==> config.mk <==
export PLATFORM = sky130hd
export DESIGN_NAME = ddr_rd_arb
export DESIGN_NICKNAME = d
export VERILOG_FILES = /design/src/rtl/ddr_rd_arb.sv
export SDC_FILE = /design/constraint.sdc
export NUM_CORES = 1
export LEC_CHECK = 0
export CELL_PAD_IN_SITES_DETAIL_PLACEMENT = 2
export CELL_PAD_IN_SITES_GLOBAL_PLACEMENT = 2
export CORE_MARGIN = 2
export CORE_UTILIZATION = 16
export DETAILED_ROUTE_END_ITERATION = 6
export PLACE_DENSITY = 0.88
export SKIP_CTS_REPAIR_TIMING = 1
export SYNTH_ARGS = -nofsm -noshare
export SYNTH_HDL_FRONTEND = slang
export SYNTH_SLANG_ARGS = --single-unit
export TNS_END_PERCENT = 10
==> constraint.sdc <==
create_clock -name clk -period 2.9 [get_ports clk]
set_clock_uncertainty 0.15 [all_clocks]
set_input_delay 0.58 -clock clk [delete_from_list [all_inputs] [get_ports clk]]
set_output_delay 0.58 -clock clk [all_outputs]
set_load 0.05 [all_outputs]
==> src/rtl/ddr_rd_arb.sv <==
// ddr_rd_arb: two-master AXI4 read-channel arbiter (CPU, display fetcher) in front of one DDR AXI port.
// One read burst is outstanding at a time. Grants go round-robin, and a grant is held until the burst's last R beat.
// Ports:
//   clk, rstn                   core clock and asynchronous active-low reset
//   s0_ar*/s0_r*, s1_ar*/s1_r*  AXI read address/data channels of master 0 (CPU) and master 1 (display)
//   m_ar*/m_r*                  AXI read address/data channels towards memory (AR fields registered)
//   o_grant                     one-hot current grant, 00 when idle
//   o_len_err                   sticky flag: beat count of a burst did not match arlen+1
// Build option: define DDR_RD_ARB_URGENT_EN to add input s1_urgent, which lets master 1 win in IDLE regardless of the RR pointer.
module ddr_rd_arb #(
    parameter int ID_W   = 6,
    parameter int ADDR_W = 32,
    parameter int DATA_W = 64
) (
    input  logic              clk,
    input  logic              rstn,
    input  logic [ID_W-1:0]   s0_arid,
    input  logic [ADDR_W-1:0] s0_araddr,
    input  logic [7:0]        s0_arlen,
    input  logic [2:0]        s0_arsize,
    input  logic [1:0]        s0_arburst,
    input  logic              s0_arvalid,
    output logic              s0_arready,
    output logic [ID_W-1:0]   s0_rid,
    output logic [DATA_W-1:0] s0_rdata,
    output logic [1:0]        s0_rresp,
    output logic              s0_rlast,
    output logic              s0_rvalid,
    input  logic              s0_rready,
    input  logic [ID_W-1:0]   s1_arid,
    input  logic [ADDR_W-1:0] s1_araddr,
    input  logic [7:0]        s1_arlen,
    input  logic [2:0]        s1_arsize,
    input  logic [1:0]        s1_arburst,
    input  logic              s1_arvalid,
    output logic              s1_arready,
    output logic [ID_W-1:0]   s1_rid,
    output logic [DATA_W-1:0] s1_rdata,
    output logic [1:0]        s1_rresp,
    output logic              s1_rlast,
    output logic              s1_rvalid,
    input  logic              s1_rready,
`ifdef DDR_RD_ARB_URGENT_EN
    input  logic              s1_urgent,
`endif
    output logic [ID_W-1:0]   m_arid,
    output logic [ADDR_W-1:0] m_araddr,
    output logic [7:0]        m_arlen,
    output logic [2:0]        m_arsize,
    output logic [1:0]        m_arburst,
    output logic              m_arvalid,
    input  logic              m_arready,
    input  logic [ID_W-1:0]   m_rid,
    input  logic [DATA_W-1:0] m_rdata,
    input  logic [1:0]        m_rresp,
    input  logic              m_rlast,
    input  logic              m_rvalid,
    output logic              m_rready,
    output logic [1:0]        o_grant,
    output logic              o_len_err
);
    typedef enum logic [1:0] {IDLE, ADDR, DATA} state_t;
    state_t state, state_nxt;
    logic rr;
    logic [7:0] cnt;
    logic urgent, pick1, take, r_hs, sel0, sel1;
`ifdef DDR_RD_ARB_URGENT_EN
    assign urgent = s1_urgent;
`else
    assign urgent = 1'b0;
`endif
    always_comb begin
        // rr high means the pointer favours master 1
        pick1      = s1_arvalid & (~s0_arvalid | rr | urgent);
        take       = (state == IDLE) & (s0_arvalid | s1_arvalid);
        s0_arready = rstn & take & ~pick1;
        s1_arready = rstn & take & pick1;
        sel0       = (state == DATA) & o_grant[0];
        sel1       = (state == DATA) & o_grant[1];
        m_rready   = (sel0 & s0_rready) | (sel1 & s1_rready);
        r_hs       = m_rvalid & m_rready;
        s0_rvalid  = sel0 & m_rvalid;
        s0_rid     = sel0 ? m_rid : '0;
        s0_rdata   = sel0 ? m_rdata : '0;
        s0_rresp   = sel0 ? m_rresp : '0;
        s0_rlast   = sel0 & m_rlast;
        s1_rvalid  = sel1 & m_rvalid;
        s1_rid     = sel1 ? m_rid : '0;
        s1_rdata   = sel1 ? m_rdata : '0;
        s1_rresp   = sel1 ? m_rresp : '0;
        s1_rlast   = sel1 & m_rlast;
        state_nxt  = state;
        state_nxt  = (state == IDLE && take) ? ADDR :
                     (state == ADDR && m_arready) ? DATA :
                     (state == DATA && r_hs && m_rlast) ? IDLE : state;
    end
    always_ff @(posedge clk or negedge rstn) begin
        if (!rstn) state <= IDLE;
        else state <= state_nxt;
    end
    always_ff @(posedge clk or negedge rstn) begin
        if (!rstn) begin
            m_arid    <= '0;
            m_araddr  <= '0;
            m_arlen   <= '0;
            m_arsize  <= '0;
            m_arburst <= '0;
            m_arvalid <= 1'b0;
            o_grant   <= 2'b00;
            o_len_err <= 1'b0;
            rr        <= 1'b0;
            cnt       <= '0;
        end else begin
            m_arvalid <= (state_nxt == ADDR);
            if (take) begin
                m_arid    <= pick1 ? s1_arid : s0_arid;
                m_araddr  <= pick1 ? s1_araddr : s0_araddr;
                m_arlen   <= pick1 ? s1_arlen : s0_arlen;
                m_arsize  <= pick1 ? s1_arsize : s0_arsize;
                m_arburst <= pick1 ? s1_arburst : s0_arburst;
                o_grant   <= pick1 ? 2'b10 : 2'b01;
                cnt       <= pick1 ? s1_arlen : s0_arlen;
            end
            if (r_hs) begin
                cnt <= cnt - 8'd1;
                // rlast must coincide exactly with the beat where the counter is at zero
                if (m_rlast != (cnt == 8'd0)) o_len_err <= 1'b1;
                if (m_rlast) begin
                    o_grant <= 2'b00;
                    rr      <= o_grant[0];
                end
            end
        end
    end
endmodule

Word level (Yosys, flattened, before mapping):

Cells that the tools add are included.
Widths: inputs -> output; s select.

* equality and inequality tests: 4
* muxes and demuxes: 20
* add/subtract/negate cells: 1
* bitwise gates (word level): 19
* reduce and logical (&&, ||, !) cells: 9

Operator list (count)
* $mux 64: 2
* $mux 32: 1
* $mux 8: 3
* $mux 2: 10
* $mux 6: 3
* $and 1x1->1: 14
* $logic_not 8->1: 1
* $sub 8x1->8 const B: 1
* $eq 2x1->1 const B: 2
* $logic_and 1x1->1: 4
* $reduce_and 2->1: 2
* $mux 3: 1
* $or 1x1->1: 3
* $eq 2x2->1 const B: 1
* $logic_not 2->1: 1
* $not 1->1: 2
* $reduce_bool 2->1: 1
* $ne 1x1->1: 1

* input bits: 183
* output and inout port bits: 206
* bits in registers: 66
* logic and storage cells: 64

Longest topological paths before layout:

* depth after elaboration: 11
* depth in mapped cells: 6
* gate-level depth less buffers: 5

Least setup slack after synthesis:

OpenSTA, ideal clock, no wires.

* path type: input to output
* from: in s1_arvalid
* to: out s1_arready
* arrival: 1751 ps
* slack: 419 ps
* data required time: 2170 ps
* stages on the path: 5
* path buffers: 2
* cell sequence: buf_2 -> inv_1 -> nor2_1 -> clkbuf_1 -> and3_1

* word-level cells in the longest chain between the ends: 4
* elaborated cells between the ends (all ways): 5
* those cells by class: 5 x bitwise

RTL lines
* start, declared: line 35 `input logic s1_arvalid,`
* $or 1x1->1: line 75 `take = (state == IDLE) & (s0_arvalid | s1_arvalid);`
* $and 1x1->1: line 75
* $and 1x1->1: line 77 `s1_arready = rstn & take & pick1;`
* $and 1x1->1 (*): line 77
* end, declared: line 36 `output logic s1_arready,`

Every way passes the cells marked *; elsewhere a longest branch is shown, timed or not.

Worst setup path after layout:

* from: reg state[0]
* to: out s1_rdata[38]

* word-level cells in the longest chain between the ends: 3

RTL lines
* start, declared: line 63 `state_t state, state_nxt;`
* start signal, assigned: line 99 `else state <= state_nxt;`
* $eq 2x2->1: line 79 `sel1 = (state == DATA) & o_grant[1];`
* $and 1x1->1: line 79
* $mux 64: line 89 `s1_rdata = sel1 ? m_rdata : '0;`
* end, declared: line 38 `output logic [DATA_W-1:0] s1_rdata,`

Every way passes these cells.

==> impl_metrics.toml <==
[outcome]
outcome = "complete, no violations"

[placed_design]
dp_hpwl_um = 21360
place.gp.congestion = 0.7403
port-buffer-count = 388
dpl_cell_area_mm2 = 0.009854

[floorplan]
initial_utilization = 0.1636
fp.dieArea_mm2 = 0.02720
core_area_mm2 = 0.02533
die_h_um = 164.9
rows = 58
pin_count = 389
die_w_um = 164.9

[logic_synthesis]
synthCells = 533
synth_area_mm2 = 0.004143
ys_warn_count = 0
synth.ff_latch_count = 66
synth-seq-area-share = 0.3987
syn_nets = 718
syn_area_per_cell_um2 = 7.772
synth-async-reset-ratio = 1.000
post_synth_num_cell_types = 42
synth_edf_count = 0
synthFlopType = "dfrtp_1"

[final_layout]
drive_gt1_frac = 0.2103
final_nets = 1070
utilization = 0.4000
final_area_mm2 = 0.01013
area_growth_pct = 144.5
layout_commonest_cell = "clkdlybuf4s50_1"
fillers = 2709
final_cell_mix = "clkdlybuf4s50_1 (234), buf_12 (154), and3_1 (153)"

[worst_setup_path]
worstPathRequired_ns = 2.17
cp-start-kind = "flop"
critPathArrivalTime_ns = 1.89
critPathKind = "reg -> out"
cp_max_fo = 152
critical_path.endpoint_type = "output pin"
r2r_start = "o_grant[0]$_DFF_PN0_"
cp-startpoint = "state[0]$_DFF_PN0_"

[power_and_ir_drop]
power_frac_comb = 0.759
peakVddDrop_uv = 510.2
clockPowerShare = 0.088
p_int_w = 0.005505
finalPower_w = 0.01173
power.share.switching = 0.5305
p_leak_nw = 4.561
p_seq_frac = 0.153
powerDensity_mw_per_mm2 = 1158
p_switching_w = 0.006221

[timing]
relSlewSlack = 0.5301
setup_tns_ns = 0
period_share = 0.9026
finalMaxSlewViolations = 0
rsz0062_at_grt = "no"
tightest_slew_ns = 0.7001
setup_viol = 0
fmax_mhz = 382.0
hold_viol_final = 0
period_needed_ns = 2.618
hold-worst-slack_ns = 0.09391

[global_route]
grt_pass1_vias = 6207
gr-usage-met3 = 0.06730
grt_max_degree = 153
grt_use_met2 = 0.3564
grt_use_met1 = 0.1859
grt_pass1_wl_um = 38320
grt-busiest-layer = "met2"
antenna_found_initial = 1
grt.total_usage = 0.1873
overflow = 0

[cts]
cts-root-buf = "clkbuf_16"
clk_latency_ns = 0.34
path_clk_slew_ns = 0.06
clock_path_buffers = 2
htreeDepth = 3
cts_sinks = 66
cts_tree = "built"
cts_inserted_buffers = 9

[detailed_routing]
firstDrtPassIters = 4
vias = 5583
wl_um = 26410
wl_per_cell_um = 21.65
drc = 0
postRouteAntennaNets = 0
routed_via_density = 4.576
first_iter_violations = 214

[hold_path]
hold_class = "in -> async"

[flow_run]
maxCapViolations = 0
## cells by family (layout without fill, tap and decap cells)
logic type,Yosys count,after routing,synth area share
other,0,1,0
adder cells (fa/ha/maj),2,2,0.006040
flip-flops,66,66,0.3987
AND/OR/NAND/NOR,316,316,0.3947
AO/OA/AOI/OAI,80,80,0.1241
XOR/XNOR,1,1,0.002115
buffers and inverters,62,418,0.05950
multiplexers,6,6,0.01480
## final timing paths
check / slack (ns) / end / cells past startpoint
worst min register to register: 0.33 / o_len_err$_DFFE_PN0P_ / 1
min in group clk: 0.33 / o_len_err$_DFFE_PN0P_ / 1
worst max-delay path: 0.28 / s1_rdata[38] / 4
max in group asynchronous: 1.85 / m_araddr[24]$_DFFE_PN0P_ / 2
worst max register to register: 0.68 / cnt[4]$_DFFE_PN0P_ / 4
worst min-delay path: 0.09 / cnt[2]$_DFFE_PN0P_ / 2
## metal layers
layer / vias to the layer above / share of wire
li1: 2576 / -
met1: 2712 / 0.34
met2: 251 / 0.54
met3: 44 / 0.089
met4: 0 / 0.029
met5: - / 0
## area by class of cell
type | instances | area (um^2) | share of cell area
Clock inverter | 2 | 12.51 | 0.001235
Tap cell | 330 | 412.9 | 0.04076
Clock buffer | 13 | 260.3 | 0.02569
Multi-Input combinational cell | 405 | 2267 | 0.2238
Sequential cell | 66 | 1654 | 0.1633
Antenna cell | 1 | 2.502 | 0.0002470
Inverter | 4 | 15.01 | 0.001482
Timing Repair Buffer | 399 | 5505 | 0.5435
## power groups by stage
stage	Clock (W)	Combinational, W	Sequential, W
finish	0.00103	0.00890	0.00180
global route	0.00110	0.00930	0.00186
CTS	0.00107	0.00898	0.00180
detailed placement	0	0.00895	0.00182
global placement	0	0.00870	0.00177
floorplan	0	0.00356	0.00296
## critical path, stage by stage, from the launching register on
cell and delay, ns:
dfrtp_1 0.42, nor2b_4 0.14, buf_12 0.37, and3_1 0.34
buf_12 0.17
## state kept, by name, indices dropped and copies added (netlist names)
| register | flops |
|---|---|
| m_arsize | 3 |
| rr | 1 |
| m_arid | 6 |
| m_arvalid | 1 |
| state | 2 |
| m_arlen | 8 |
| m_araddr | 32 |
| o_grant | 2 |
| cnt | 8 |
| m_arburst | 2 |
| o_len_err | 1 |
## through the flow
step / setup slack [ns] / instances
3_5_place_dp: 0.1306 / 1204
5_1_grt: 0.1951 / 1219
6_report: 0.2824 / 1220
3_3_place_gp: 0.2194 / 1204
2_1_floorplan: 0.4185 / 533
4_1_cts: 0.2516 / 1219
## synthesized netlist by cell type (2+ instances only)
library cell,number,area share
buf_1,6,0.0054
nand3_1,2,0.0024
nand2_1,93,0.084
o311ai_0,2,0.0042
a21oi_1,7,0.0085
mux2i_1,5,0.012
clkbuf_1,46,0.042
and3_1,153,0.23
nor2b_1,2,0.0030
a21o_1,3,0.0054
o22ai_1,2,0.0030
buf_2,4,0.0048
dfrtp_1,66,0.40
o21ai_1,4,0.0048
a31oi_1,43,0.065
or3_1,4,0.0060
o211ai_1,3,0.0054
nor4_1,2,0.0030
a211oi_1,2,0.0036
o21ai_0,6,0.0072
nor2_1,53,0.048
inv_1,4,0.0036
ha_1,2,0.0060
Note: power is estimated with default switching activity, not from simulation.
